--- src/rtl/dmem_access_unit_pkg.sv ---
// Shared RV32I word/funct3 types and data-memory access-unit types.
// rv32i_types is shared with the rest of the pipeline; dmem_types is local to the MEM stage.
package rv32i_types;

  typedef logic [31:0] rv32i_word;

  typedef enum logic [2:0] {
    LB  = 3'b000,
    LH  = 3'b001,
    LW  = 3'b010,
    LBU = 3'b100,
    LHU = 3'b101
  } load_funct3_t;

  typedef enum logic [2:0] {
    SB = 3'b000,
    SH = 3'b001,
    SW = 3'b010
  } store_funct3_t;

endpackage

package dmem_types;
  import rv32i_types::*;

  typedef enum logic [1:0] {
    IDLE,
    ACCESS,
    DONE
  } dmem_state_t;

  typedef enum logic [1:0] {
    SZ_B,
    SZ_H,
    SZ_W
  } access_size_t;

  localparam logic [3:0] MBE_B = 4'b0001;
  localparam logic [3:0] MBE_H = 4'b0011;
  localparam logic [3:0] MBE_W = 4'b1111;

  // Undefined funct3 encodings fall through to word width.
  function automatic access_size_t access_size(input logic is_store, input logic [2:0] f3);
    access_size_t sz;
    sz = SZ_W;
    if (is_store) begin
      case (store_funct3_t'(f3))
        SB:      sz = SZ_B;
        SH:      sz = SZ_H;
        default: sz = SZ_W;
      endcase
    end else begin
      case (load_funct3_t'(f3))
        LB, LBU: sz = SZ_B;
        LH, LHU: sz = SZ_H;
        default: sz = SZ_W;
      endcase
    end
    return sz;
  endfunction

endpackage

--- src/rtl/dmem_access_unit_load_formatter.sv ---
// Combinational load-data formatter: lane select plus sign/zero extension.
module load_formatter
  import rv32i_types::*;
(
  input  logic [2:0]  funct3,
  input  logic [1:0]  addr_lo,
  input  logic [31:0] rdata,
  output logic [31:0] result
);

  logic [7:0]  byte_sel;
  logic [15:0] half_sel;

  always_comb begin
    byte_sel = rdata[{addr_lo, 3'b000} +: 8];
    half_sel = addr_lo[1] ? rdata[31:16] : rdata[15:0];
    case (load_funct3_t'(funct3))
      LB:      result = {{24{byte_sel[7]}}, byte_sel};
      LBU:     result = {24'h0, byte_sel};
      LH:      result = {{16{half_sel[15]}}, half_sel};
      LHU:     result = {16'h0, half_sel};
      default: result = rdata;
    endcase
  end

endmodule

--- src/rtl/dmem_access_unit.sv ---
// MEM-stage data-memory access unit: held-request cache handshake, store lane
// steering, load formatting and pipeline stall. MISALIGN_TRAP_EN enables misalignment flagging.
module dmem_access_unit
  import rv32i_types::*;
  import dmem_types::*;
(
  input  logic        clk,
  input  logic        rst,
  input  logic        exmem_valid,
  input  logic        exmem_mem_read,
  input  logic        exmem_mem_write,
  input  logic [2:0]  exmem_funct3,
  input  logic [31:0] exmem_alu_out,
  input  logic [31:0] exmem_rs2_out,
  output logic        dmem_read,
  output logic        dmem_write,
  output logic [31:0] dmem_address,
  output logic [31:0] dmem_wdata,
  output logic [3:0]  dmem_mbe,
  input  logic [31:0] dmem_rdata,
  input  logic        dmem_resp,
  output logic [31:0] mem_rdata,
  output logic        mem_stall,
  output logic        mem_misaligned
);

  dmem_state_t  state_q, state_d;
  logic         rd_q, rd_d;
  logic         wr_q, wr_d;
  logic [31:0]  addr_q, addr_d;
  logic [1:0]   addr_lo_q, addr_lo_d;
  logic [2:0]   funct3_q, funct3_d;
  logic [31:0]  wdata_q, wdata_d;
  logic [3:0]   mbe_q, mbe_d;
  logic [31:0]  rdata_hold_q, rdata_hold_d;

  logic         mem_op;
  logic         misaligned;
  logic         pending;
  access_size_t st_size;
  logic [3:0]   st_mbe;
  logic [31:0]  st_wdata;
  logic [31:0]  fmt_result;

  assign mem_op  = exmem_valid & (exmem_mem_read | exmem_mem_write);
  assign st_size = access_size(1'b1, exmem_funct3);

`ifdef MISALIGN_TRAP_EN
  access_size_t ld_size;
  logic         ld_bad, st_bad;

  always_comb begin
    ld_size = access_size(1'b0, exmem_funct3);
    ld_bad  = ((ld_size == SZ_H) & exmem_alu_out[0]) |
              ((ld_size == SZ_W) & (exmem_alu_out[1:0] != 2'b00));
    st_bad  = ((st_size == SZ_H) & exmem_alu_out[0]) |
              ((st_size == SZ_W) & (exmem_alu_out[1:0] != 2'b00));
    misaligned = (exmem_mem_read & ld_bad) | (exmem_mem_write & st_bad);
  end
`else
  assign misaligned = 1'b0;
`endif

  assign pending = mem_op & ~misaligned;

  // Halfword lane comes from addr[1] only, so addr[0] is ignored when traps are off.
  always_comb begin
    st_mbe   = '0;
    st_wdata = exmem_rs2_out;
    case (st_size)
      SZ_B: begin
        st_mbe   = MBE_B << exmem_alu_out[1:0];
        st_wdata = exmem_rs2_out << {exmem_alu_out[1:0], 3'b000};
      end
      SZ_H: begin
        st_mbe   = MBE_H << {exmem_alu_out[1], 1'b0};
        st_wdata = exmem_rs2_out << {exmem_alu_out[1], 4'b0000};
      end
      default: begin
        st_mbe   = MBE_W;
        st_wdata = exmem_rs2_out;
      end
    endcase
    if (!exmem_mem_write) st_mbe = '0;
  end

  load_formatter u_load_formatter (
    .funct3  (funct3_q),
    .addr_lo (addr_lo_q),
    .rdata   (dmem_rdata),
    .result  (fmt_result)
  );

  always_comb begin
    state_d      = state_q;
    rd_d         = rd_q;
    wr_d         = wr_q;
    addr_d       = addr_q;
    addr_lo_d    = addr_lo_q;
    funct3_d     = funct3_q;
    wdata_d      = wdata_q;
    mbe_d        = mbe_q;
    rdata_hold_d = rdata_hold_q;
    case (state_q)
      IDLE: begin
        if (pending) begin
          state_d   = ACCESS;
          rd_d      = exmem_mem_read;
          wr_d      = exmem_mem_write;
          addr_d    = {exmem_alu_out[31:2], 2'b00};
          addr_lo_d = exmem_alu_out[1:0];
          funct3_d  = exmem_funct3;
          wdata_d   = st_wdata;
          mbe_d     = st_mbe;
        end
      end
      ACCESS: begin
        if (dmem_resp) begin
          state_d = DONE;
          rd_d    = 1'b0;
          wr_d    = 1'b0;
          if (rd_q) rdata_hold_d = fmt_result;
        end
      end
      DONE: begin
        state_d = IDLE;
      end
      default: begin
        state_d = IDLE;
        rd_d    = 1'b0;
        wr_d    = 1'b0;
      end
    endcase
  end

  always_ff @(posedge clk or negedge rst) begin
    if (!rst) begin
      state_q      <= IDLE;
      rd_q         <= 1'b0;
      wr_q         <= 1'b0;
      addr_q       <= '0;
      addr_lo_q    <= '0;
      funct3_q     <= '0;
      wdata_q      <= '0;
      mbe_q        <= '0;
      rdata_hold_q <= '0;
    end else begin
      state_q      <= state_d;
      rd_q         <= rd_d;
      wr_q         <= wr_d;
      addr_q       <= addr_d;
      addr_lo_q    <= addr_lo_d;
      funct3_q     <= funct3_d;
      wdata_q      <= wdata_d;
      mbe_q        <= mbe_d;
      rdata_hold_q <= rdata_hold_d;
    end
  end

  assign dmem_read    = rd_q;
  assign dmem_write   = wr_q;
  assign dmem_address = addr_q;
  assign dmem_wdata   = wdata_q;
  assign dmem_mbe     = mbe_q;
  assign mem_rdata    = rdata_hold_q;

  // Gated by rst so the combinational flags also read 0 while reset is held.
  assign mem_stall      = rst & (((state_q == IDLE) & pending) | (state_q == ACCESS));
  assign mem_misaligned = rst & (state_q == IDLE) & mem_op & misaligned;

endmodule

--- config.mk ---
export PLATFORM = sky130hd
export DESIGN_NAME = dmem_access_unit
export DESIGN_NICKNAME = d
export VERILOG_FILES = /design/src/rtl/dmem_access_unit_pkg.sv /design/src/rtl/dmem_access_unit_load_formatter.sv /design/src/rtl/dmem_access_unit.sv
export SDC_FILE = /design/constraint.sdc
export NUM_CORES = 1
export LEC_CHECK = 0
export CAP_MARGIN = 15
export CORE_MARGIN = 3
export CORE_UTILIZATION = 40
export DETAILED_ROUTE_END_ITERATION = 16
export GPL_ROUTABILITY_DRIVEN = 1
export GPL_TIMING_DRIVEN = 1
export PLACE_DENSITY_LB_ADDON = 0.08
export REMOVE_ABC_BUFFERS = 1
export SLEW_MARGIN = 10
export SYNTH_ARGS = -nofsm -noshare
export SYNTH_HDL_FRONTEND = slang
export SYNTH_HIERARCHICAL = 1
export SYNTH_SLANG_ARGS = --single-unit
export TNS_END_PERCENT = 5
--- constraint.sdc ---
create_clock -name clk -period 1.65 [get_ports clk]
set_input_delay 0.33 -clock clk [delete_from_list [all_inputs] [get_ports clk]]
set_output_delay 0.33 -clock clk [all_outputs]
set_load 0.05 [all_outputs]
==> results of run 1 <==
==> power by group <==
| group | total, W | switching (W) | internal, W |
|---|---|---|---|
| Combinational | 0.00886 | 0.00552 | 0.00334 |
| Sequential | 0.00431 | 0.000697 | 0.00361 |
| Clock | 0.00203 | 0.000969 | 0.00107 |
==> synthesized netlist by cell type, drive strengths merged <==
master and count:
nand2 129, dfrtp 107, mux2 38, nor2 36
buf 31, a21oi 24, o21ai 21, a2bb2oi 20
a22o 13, clkbuf 13, o21a 11, nor2b 10
a22oi 9, a211oi 8, nand4 8, nor3 8
o2111ai 8, a21boi 7, o32ai 7, a221o 6
inv 6, mux2i 6, nand2b 5, o221ai 5
nor3b 3, or3b 3, and3 2, nor4b 2
o22ai 2, o31ai 2, or2 2, a221oi 1
a31o 1, clkinv 1, conb 1, o31a 1
o32a 1
==> final cells by class <==
class                   instances  area (um2)
fillers                      1128        4731
multi-input cells             403        2833
repair buffers                293        2690
flip-flops and latches        107        2680
clock buffers                  12       246.5
well taps                     176       220.2
clock inverters                 4       26.28
inverters                       7       26.28
==> what timing repair did <==
action / in CTS / in global routing
pin swaps: 31 / 22
setup endpoints to repair: 104 / 103
buffers inserted: 3 / 0
cloned: 3 / 1
hold buffers: 0 / 0
resized for setup: 38 / 32
==> cell families (layout without fill, tap and decap cells) <==
group,Yosys count,in the layout,share of synthesized area
DFF,107,107,0.4805
buffers and inverters,51,316,0.05051
muxes,44,44,0.08824
other,1,3,0.0006729
and+or+nand+nor,208,209,0.1648
AOI/OAI and AO/OA,147,147,0.2153
==> metrics by stage <==
step           worst slack [ns]  std cells  utilization  power (W)  setup TNS (ns)
3_3_place_gp            -0.5516        979       0.6014    0.01276          -41.25
3_5_place_dp            -0.5932        979       0.6014    0.01289          -44.88
5_1_grt                 -0.1315       1002       0.6483    0.01593          -5.974
4_1_cts                -0.08434       1001       0.6373    0.01516          -1.861
2_1_floorplan            -1.754        516            -   0.009712         -117.29
6_report               -0.06613       1002       0.6483    0.01520          -1.440
==> metal layers <==
metal	wire length [um]	vias up	share of wire	track usage
met1	7189	2605	0.40	0.2868
met4	470	0	0.026	0.08966
li1	-	2524	-	-
met2	8988	235	0.50	0.3829
met5	0	-	0	0
met3	1429	37	0.079	0.04087
==> path summary, 6_finish.rpt <==
path | to | slack, ns | start | depth (start not counted)
min in group clk | dmem_address[27]$_DFFE_PN0P_ | 0.48 | dmem_address[27]$_DFFE_PN0P_ | 2
min reg2reg | dmem_address[27]$_DFFE_PN0P_ | 0.48 | dmem_address[27]$_DFFE_PN0P_ | 2
max reg2reg | dmem_address[9]$_DFFE_PN0P_ | -0.07 | state_q[0]$_DFFE_PN0P_ | 6
max in group asynchronous | addr_lo_q[0]$_DFFE_PN0P_ | 1.13 | rst | 2
min | mem_rdata[11]$_DFFE_PN0P_ | 0.08 | rst | 2
max | dmem_address[9]$_DFFE_PN0P_ | -0.07 | state_q[0]$_DFFE_PN0P_ | 6
==> sequential cells by signal, indices dropped and copies added (netlist names) <==
| signal | count |
|---|---|
| dmem_write | 1 |
| funct3_q | 3 |
| state_q | 2 |
| dmem_address | 30 |
| dmem_wdata | 32 |
| dmem_read | 1 |
| mem_rdata | 32 |
| addr_lo_q | 2 |
| dmem_mbe | 4 |
==> flow_metrics.tcl, run 1 <==
set metrics [dict create \
    max_freq_mhz 582.7 \
    core_area_um2 13450 \
    grt_usage 0.2262 \
    ys_top_cells_by_area "dfrtp_1, nand2_1, mux2_2" \
    syn-cell-area_um2 5573 \
    worst_path_dominant_cell_family "simple AND/OR/NAND/NOR gates" \
    syn_area_per_cell_um2 9.987 \
    status "complete, but fails checks" \
    setup_viol 51 \
    mostFrequentLayoutCells "buf_4, nand2_1, dfrtp_1, clkdlybuf4s50_1, mux2_2" \
    yosys.area.top_type_share 0.4805 \
    setup_ws_ns -0.06613 \
    drtIter0Drc 365 \
    drtAntennaViolNets 0 \
    period_needed_ns 1.716 \
    violations "setup timing" \
    dp_hpwl_mm 12.66 \
    slowest_delay_ns 0.42 \
    yosys.area.top_type "dfrtp_1" \
    rows 42 \
    die_height_um 124.0 \
    hold-worst-slack_ns 0.07692 \
    nets 926 \
    vdd_drop_max_mv 0.8914 \
    hold_viol 0 \
    drc 0 \
    place_area_um2 8090 \
    antenna_found_initial 0 \
    antenna_cells 0 \
    grt_max_degree 108 \
    root_buffer "clkbuf_16" \
    final_common_cell "buf_4" \
    arrival_ns 1.95 \
    io_pins 209 \
    crit_buf_inv 2 \
    clk_pin_slew_ns 0.07 \
    clkSinkCount 107 \
    numCtsBuffers 9 \
    routedWlPerCell_um 18.04 \
    overflow 0 \
    p_leak_nw 4.003 \
    viasPerCell 5.390 \
    power_density_nw_per_um2 1743 \
    cts_max_level 3 \
    synth_cells 558 \
    drive_gt1_frac 0.3741 \
    ys_ff_latch 107 \
    fin_skew_ns 0.003918 \
    critPathLaunchType "flop" \
    crit_chain "or3b_4 > or2_4 > buf_12 > buf_12 > nand2_1 > nand2_1" \
    worst-path-max-fanout 9 \
    initial_core_util 0.4142 \
    area_growth_pct 56.51 \
    final_area_um2 8722 \
    required_ns 1.89 \
    rsz0062_at_grt "true" \
    cpMaxStageDelayCell "or3b_4" \
    path_class "reg -> reg" \
    timing.final.max_slew_violations 0 \
    die-width_um 124.0 \
    place_congestion 0.8682 \
    yosysWarnings 6 \
    yosysUniqueCellTypes 53 \
    die-area_um2 15380 \
    io_buffer_count 205 \
    first_global_vias 5419 \
    finalCritPeriodShare 1.040 \
    dr.pass1.iters 7 \
    cts_tree "done" \
    clkLatencyLatePin_ns 0.34 \
    clockBufferDepth 2 \
    yosysSeqAreaShare 0.4805 \
    max_cap_viol_count 0 \
    slew_headroom 0.6055 \
    crit_path_end_kind "flop" \
    worst_slew_pin_slew_ns 0.5917 \
    grt_pass1_wl_mm 27.16 \
    drt_wl_total_mm 18.08 \
    num_vias 5401 \
    hold_class "in -> async" \
]
No activity file was read; power rests on OpenSTA's default activity.
==> run 2: changes to the inputs <==
--- a/config.mk
+++ b/config.mk
@@ -5,10 +5,11 @@
 export SDC_FILE = /design/constraint.sdc
 export NUM_CORES = 1
 export LEC_CHECK = 0
-export CAP_MARGIN = 15
+export CAP_MARGIN = 20
 export CORE_MARGIN = 3
-export CORE_UTILIZATION = 40
+export CORE_UTILIZATION = 55
 export DETAILED_ROUTE_END_ITERATION = 16
+export DONT_BUFFER_PORTS = 1
 export GPL_ROUTABILITY_DRIVEN = 1
 export GPL_TIMING_DRIVEN = 1
 export PLACE_DENSITY_LB_ADDON = 0.08
==> flow_metrics.tcl, run 2 (synthesized netlist as in run 1, its figures left out) <==
set metrics [dict create \
    die-width_um 106.7 \
    grt_max_degree 109 \
    io_buffer_count 0 \
    swShare 0.5267 \
    path_class "reg -> reg" \
    internal_power_w 0.005999 \
    rsz0062_at_grt "true" \
    rows 36 \
    clk_pin_slew_ns 0.11 \
    setup_ws_ns -0.1220 \
    dp_slack_ns -0.1792 \
    viasPerCell 6.149 \
    antenna_found_initial 0 \
    drc 0 \
    die_height_um 106.7 \
    grtUsageMet2 0.4191 \
    fin_skew_ns 0.007488 \
    dp_hpwl_mm 10.47 \
    nets 683 \
    power_frac_comb 0.272 \
    worstSetupStartpoint "addr_lo_q[0]$_DFFE_PN0P_" \
    reg2reg_from "addr_lo_q[0]$_DFFE_PN0P_" \
    drtIter0Drc 213 \
    setup_viol 34 \
    io_pins 209 \
    critPathLaunchType "flop" \
    grt_use_met3 0.09392 \
    drtAntennaViolNets 0 \
    clockBufferDepth 2 \
    p_leak_nw 2.830 \
    hold_class "in -> async" \
    root_buffer "clkbuf_8" \
    grt_pass1_wl_mm 22.49 \
    area_growth_pct 14.57 \
    num_vias 4403 \
    mostFrequentLayoutCells "nand2_1, dfrtp_1, nor2_1, mux2_2, buf_4" \
    dr.pass1.iters 4 \
    core_area_um2 9819 \
    place_congestion 0.8313 \
    use_met1 0.2877 \
    worst-path-max-fanout 6 \
    required_ns 1.92 \
    cts_tree "done" \
    dp_cells 693 \
    clkLatencyLatePin_ns 0.37 \
    grt_usage 0.2498 \
    pwr-share-seq 0.606 \
    status "complete, but fails checks" \
    final_common_cell "nand2_1" \
    max_cap_viol_count 0 \
    overflow 0 \
    initial_core_util 0.5675 \
    max_freq_mhz 564.3 \
    period_needed_ns 1.772 \
    slew_headroom 0.6465 \
    pwr-share-clk 0.122 \
    drive_gt1_frac 0.2710 \
    power_density_nw_per_um2 1985 \
    cts_max_level 3 \
    hold_viol 107 \
    routedWlPerCell_um 20.74 \
    first_global_vias 4434 \
    finalCritPeriodShare 1.074 \
    clkSinkCount 107 \
    vdd_drop_max_mv 0.9298 \
    numCtsBuffers 9 \
    worst_slew_pin_slew_ns 0.5303 \
    die-area_um2 11380 \
    violations "hold timing, setup timing" \
    grt.busiest_layer "met2" \
    antenna_cells 0 \
    hold-worst-slack_ns -0.3670 \
    timing.final.max_slew_violations 0 \
    drt_wl_total_mm 14.85 \
    fin_tns_setup_ns -2.009 \
    arrival_ns 2.04 \
    crit_path_end_kind "flop" \
    final_cell_count_no_fill 716 \
    power_switching_w 0.006677 \
]
run 2: timing repair:
item,in CTS,in global routing
hold endpoints to repair,107,107
gates resized for setup,6,34
setup endpoints to repair,84,99
pin swaps,24,12
cloned,0,3
buffers inserted,1,3
run 2: power by group through the flow:
stage	registers [W]	clock network, W	logic (W)
floorplan	0.00755	0	0.00216
global placement	0.00773	0	0.00295
detailed placement	0.00774	0	0.00306
CTS	0.00769	0.00160	0.00308
global route	0.00780	0.00170	0.00377
finish	0.00768	0.00155	0.00345
run 2: path summary, 6_finish.rpt:
path / endpoint / slack, ns / depth (start not counted)
hold / removal: mem_rdata[2]$_DFFE_PN0P_ / -0.37 / 0
setup / recovery: mem_rdata[11]$_DFFE_PN0P_ / -0.12 / 6
hold reg to reg: funct3_q[1]$_DFFE_PN0P_ / 0.58 / 2
max in group asynchronous: dmem_wdata[21]$_DFFE_PN0P_ / 1.84 / 0
min in group clk: state_q[0]$_DFFE_PN0P_ / 0.04 / 1
setup reg to reg: mem_rdata[11]$_DFFE_PN0P_ / -0.12 / 6
run 2: critical path, stage by stage, from the launching register on:
cell	delay, ns
dfrtp_2	0.47
mux2_4	0.33
a22oi_4	0.21
buf_12	0.15
buf_12	0.12
o221ai_2	0.10
mux2_4	0.28
run 2: layout make-up:
type | instances | area, um2
Fill cell | 829 | 3435
Multi-Input combinational cell | 402 | 2779
Sequential cell | 107 | 2680
Timing Repair Buffer | 51 | 551.8
Tap cell | 133 | 166.4
Clock buffer | 10 | 127.6
Clock inverter | 6 | 53.80
Inverter | 7 | 26.28
run 2: metal layers:
| metal | share of wire | up-vias |
|---|---|---|
| met1 | 0.37 | 2165 |
| met4 | 0.023 | 0 |
| met3 | 0.10 | 25 |
| met2 | 0.51 | 184 |
| li1 | - | 2029 |
| met5 | 0 | - |
run 2: metrics by stage:
step                      hold WS [ns]  utilization  total power (W)  instance area, um2
after global routing           -0.3959       0.6502          0.01327                6385
after detailed placement       0.03749       0.6036          0.01080                5927
after CTS                      -0.3860       0.6245          0.01238                6132
after floorplan                0.03441            -         0.009712                5325
after global placement         0.03695       0.6036          0.01067                5927
final                          -0.3670       0.6502          0.01268                6385
==> run 3: changes to the inputs <==
--- a/config.mk
+++ b/config.mk
@@ -13,6 +13,7 @@
 export GPL_ROUTABILITY_DRIVEN = 1
 export GPL_TIMING_DRIVEN = 1
 export PLACE_DENSITY_LB_ADDON = 0.08
+export RECOVER_POWER = 100
 export REMOVE_ABC_BUFFERS = 1
 export SLEW_MARGIN = 10
 export SYNTH_ARGS = -nofsm -noshare
==> flow_metrics.tcl, run 3 (synthesized netlist as in run 1, its figures left out) <==
set metrics [dict create \
    drtIter0Drc 241 \
    mostFrequentLayoutCells "nand2_1, dfrtp_1, nor2_1, mux2_2, buf_4" \
    multiInputGateArea_um2 2776 \
    drive_gt1_frac 0.2676 \
    wl_met2_mm 7.525 \
    dp_hpwl_mm 10.47 \
    max_cap_viol_count 0 \
    nets 683 \
    timing.final.max_slew_violations 0 \
    violations "hold timing, setup timing" \
    finalCritPeriodShare 1.075 \
    numCtsBuffers 9 \
    root_buffer "clkbuf_8" \
    viasPerCell 6.105 \
    worst-path-max-fanout 6 \
    hold_viol 107 \
    power_density_nw_per_um2 1991 \
    rows 36 \
    cts_max_level 3 \
    max_freq_mhz 563.9 \
    fin_tns_setup_ns -2.078 \
    place_area_um2 5927 \
    core_area_um2 9819 \
    dr.pass1.iters 4 \
    clkLatencyLatePin_ns 0.37 \
    hold-worst-slack_ns -0.3673 \
    io_pins 209 \
    die-width_um 106.7 \
    vdd_drop_max_mv 0.9298 \
    drtAntennaViolNets 0 \
    fillers 837 \
    grt_usage 0.2498 \
    clockBufferDepth 2 \
    cts_tree "done" \
    num_vias 4371 \
    grt_max_degree 109 \
    critPathLaunchType "flop" \
    setup_viol 38 \
    hold_class "in -> async" \
    p_leak_nw 2.815 \
    die-area_um2 11380 \
    seq_area_um2 2680 \
    path_class "reg -> reg" \
    antenna_found_initial 0 \
    power_w 0.01264 \
    antenna_cells 0 \
    die_height_um 106.7 \
    first_global_vias 4434 \
    fin_skew_ns 0.007995 \
    drc 0 \
    initial_core_util 0.5675 \
    arrival_ns 2.04 \
    rsz0062_at_grt "true" \
    overflow 0 \
    worst_slew_pin_slew_ns 0.5289 \
    place_congestion 0.8313 \
    drt_wl_total_mm 14.87 \
    routedWlPerCell_um 20.77 \
    crit_path_end_kind "flop" \
    status "complete, but fails checks" \
    clkSinkCount 107 \
    postLayoutCoreUtil 0.6467 \
    final_common_cell "nand2_1" \
    io_buffer_count 0 \
    period_needed_ns 1.773 \
    required_ns 1.92 \
    grt_pass1_wl_mm 22.49 \
    setup_ws_ns -0.1232 \
    slew_headroom 0.6474 \
    clk_pin_slew_ns 0.11 \
    dp_slack_ns -0.1792 \
    wl_met1_mm 5.500 \
    routed.top_layer "met4" \
    area_growth_pct 13.94 \
    met3_length_mm 1.561 \
    final_area_um2 6350 \
]
[run 3: cell types whose count changed in the layout (fill, tap and decap cells not counted), sizes merged]
cell,change
buf,-2
clkbuf,+2
[run 3: metal layers]
layer,track usage,vias up
li1,-,2024
met1,0.2877,2153
met2,0.4191,175
met3,0.09392,19
met4,0.1032,0
met5,0,-
[run 3: worst paths after layout]
check | start | end | slack, ns | cells past startpoint
max | addr_lo_q[0]$_DFFE_PN0P_ | mem_rdata[11]$_DFFE_PN0P_ | -0.12 | 6
min | rst | mem_rdata[2]$_DFFE_PN0P_ | -0.37 | 0
max reg2reg | addr_lo_q[0]$_DFFE_PN0P_ | mem_rdata[11]$_DFFE_PN0P_ | -0.12 | 6
min reg2reg | funct3_q[1]$_DFFE_PN0P_ | funct3_q[1]$_DFFE_PN0P_ | 0.58 | 2
max in group asynchronous | rst | dmem_wdata[21]$_DFFE_PN0P_ | 1.83 | 0
min in group clk | dmem_resp | state_q[0]$_DFFE_PN0P_ | 0.05 | 1
[run 3: where the power goes]
part / switching (W) / total, W / internal, W
logic: 0.00158 / 0.00341 / 0.00184
clock network: 0.000967 / 0.00155 / 0.000583
registers: 0.00413 / 0.00768 / 0.00354
total: 0.00667 / 0.0126 / 0.00597
[run 3: worst max-delay path, cell delays in order (launching register included)]
cell	delay, ns
dfrtp_2	0.47
mux2_4	0.33
a22oi_4	0.21
buf_12	0.15
buf_12	0.12
o221ai_2	0.10
mux2_4	0.28
[run 3: layout make-up]
cell class | count | area share
clock buffer | 10 | 0.02010
clock inverter | 6 | 0.008473
inverter | 7 | 0.004138
multi-input combinational | 402 | 0.4372
sequential | 107 | 0.4221
tap | 133 | 0.02621
timing repair buffer | 51 | 0.08177
[run 3: per-stage QoR]
stage / instances / hold slack [ns]
finish: 716 / -0.3673
global route: 716 / -0.3959
CTS: 710 / -0.3860
detailed placement: 693 / 0.03749
global placement: 693 / 0.03695
floorplan: 516 / 0.03441
[run 3: timing repair]
item	CTS	global route
setup endpoints to repair	84	99
endpoints found under the hold margin	107	107
setup buffers	1	3
gates resized for setup	6	34
pin swaps	24	12
cloned	0	3
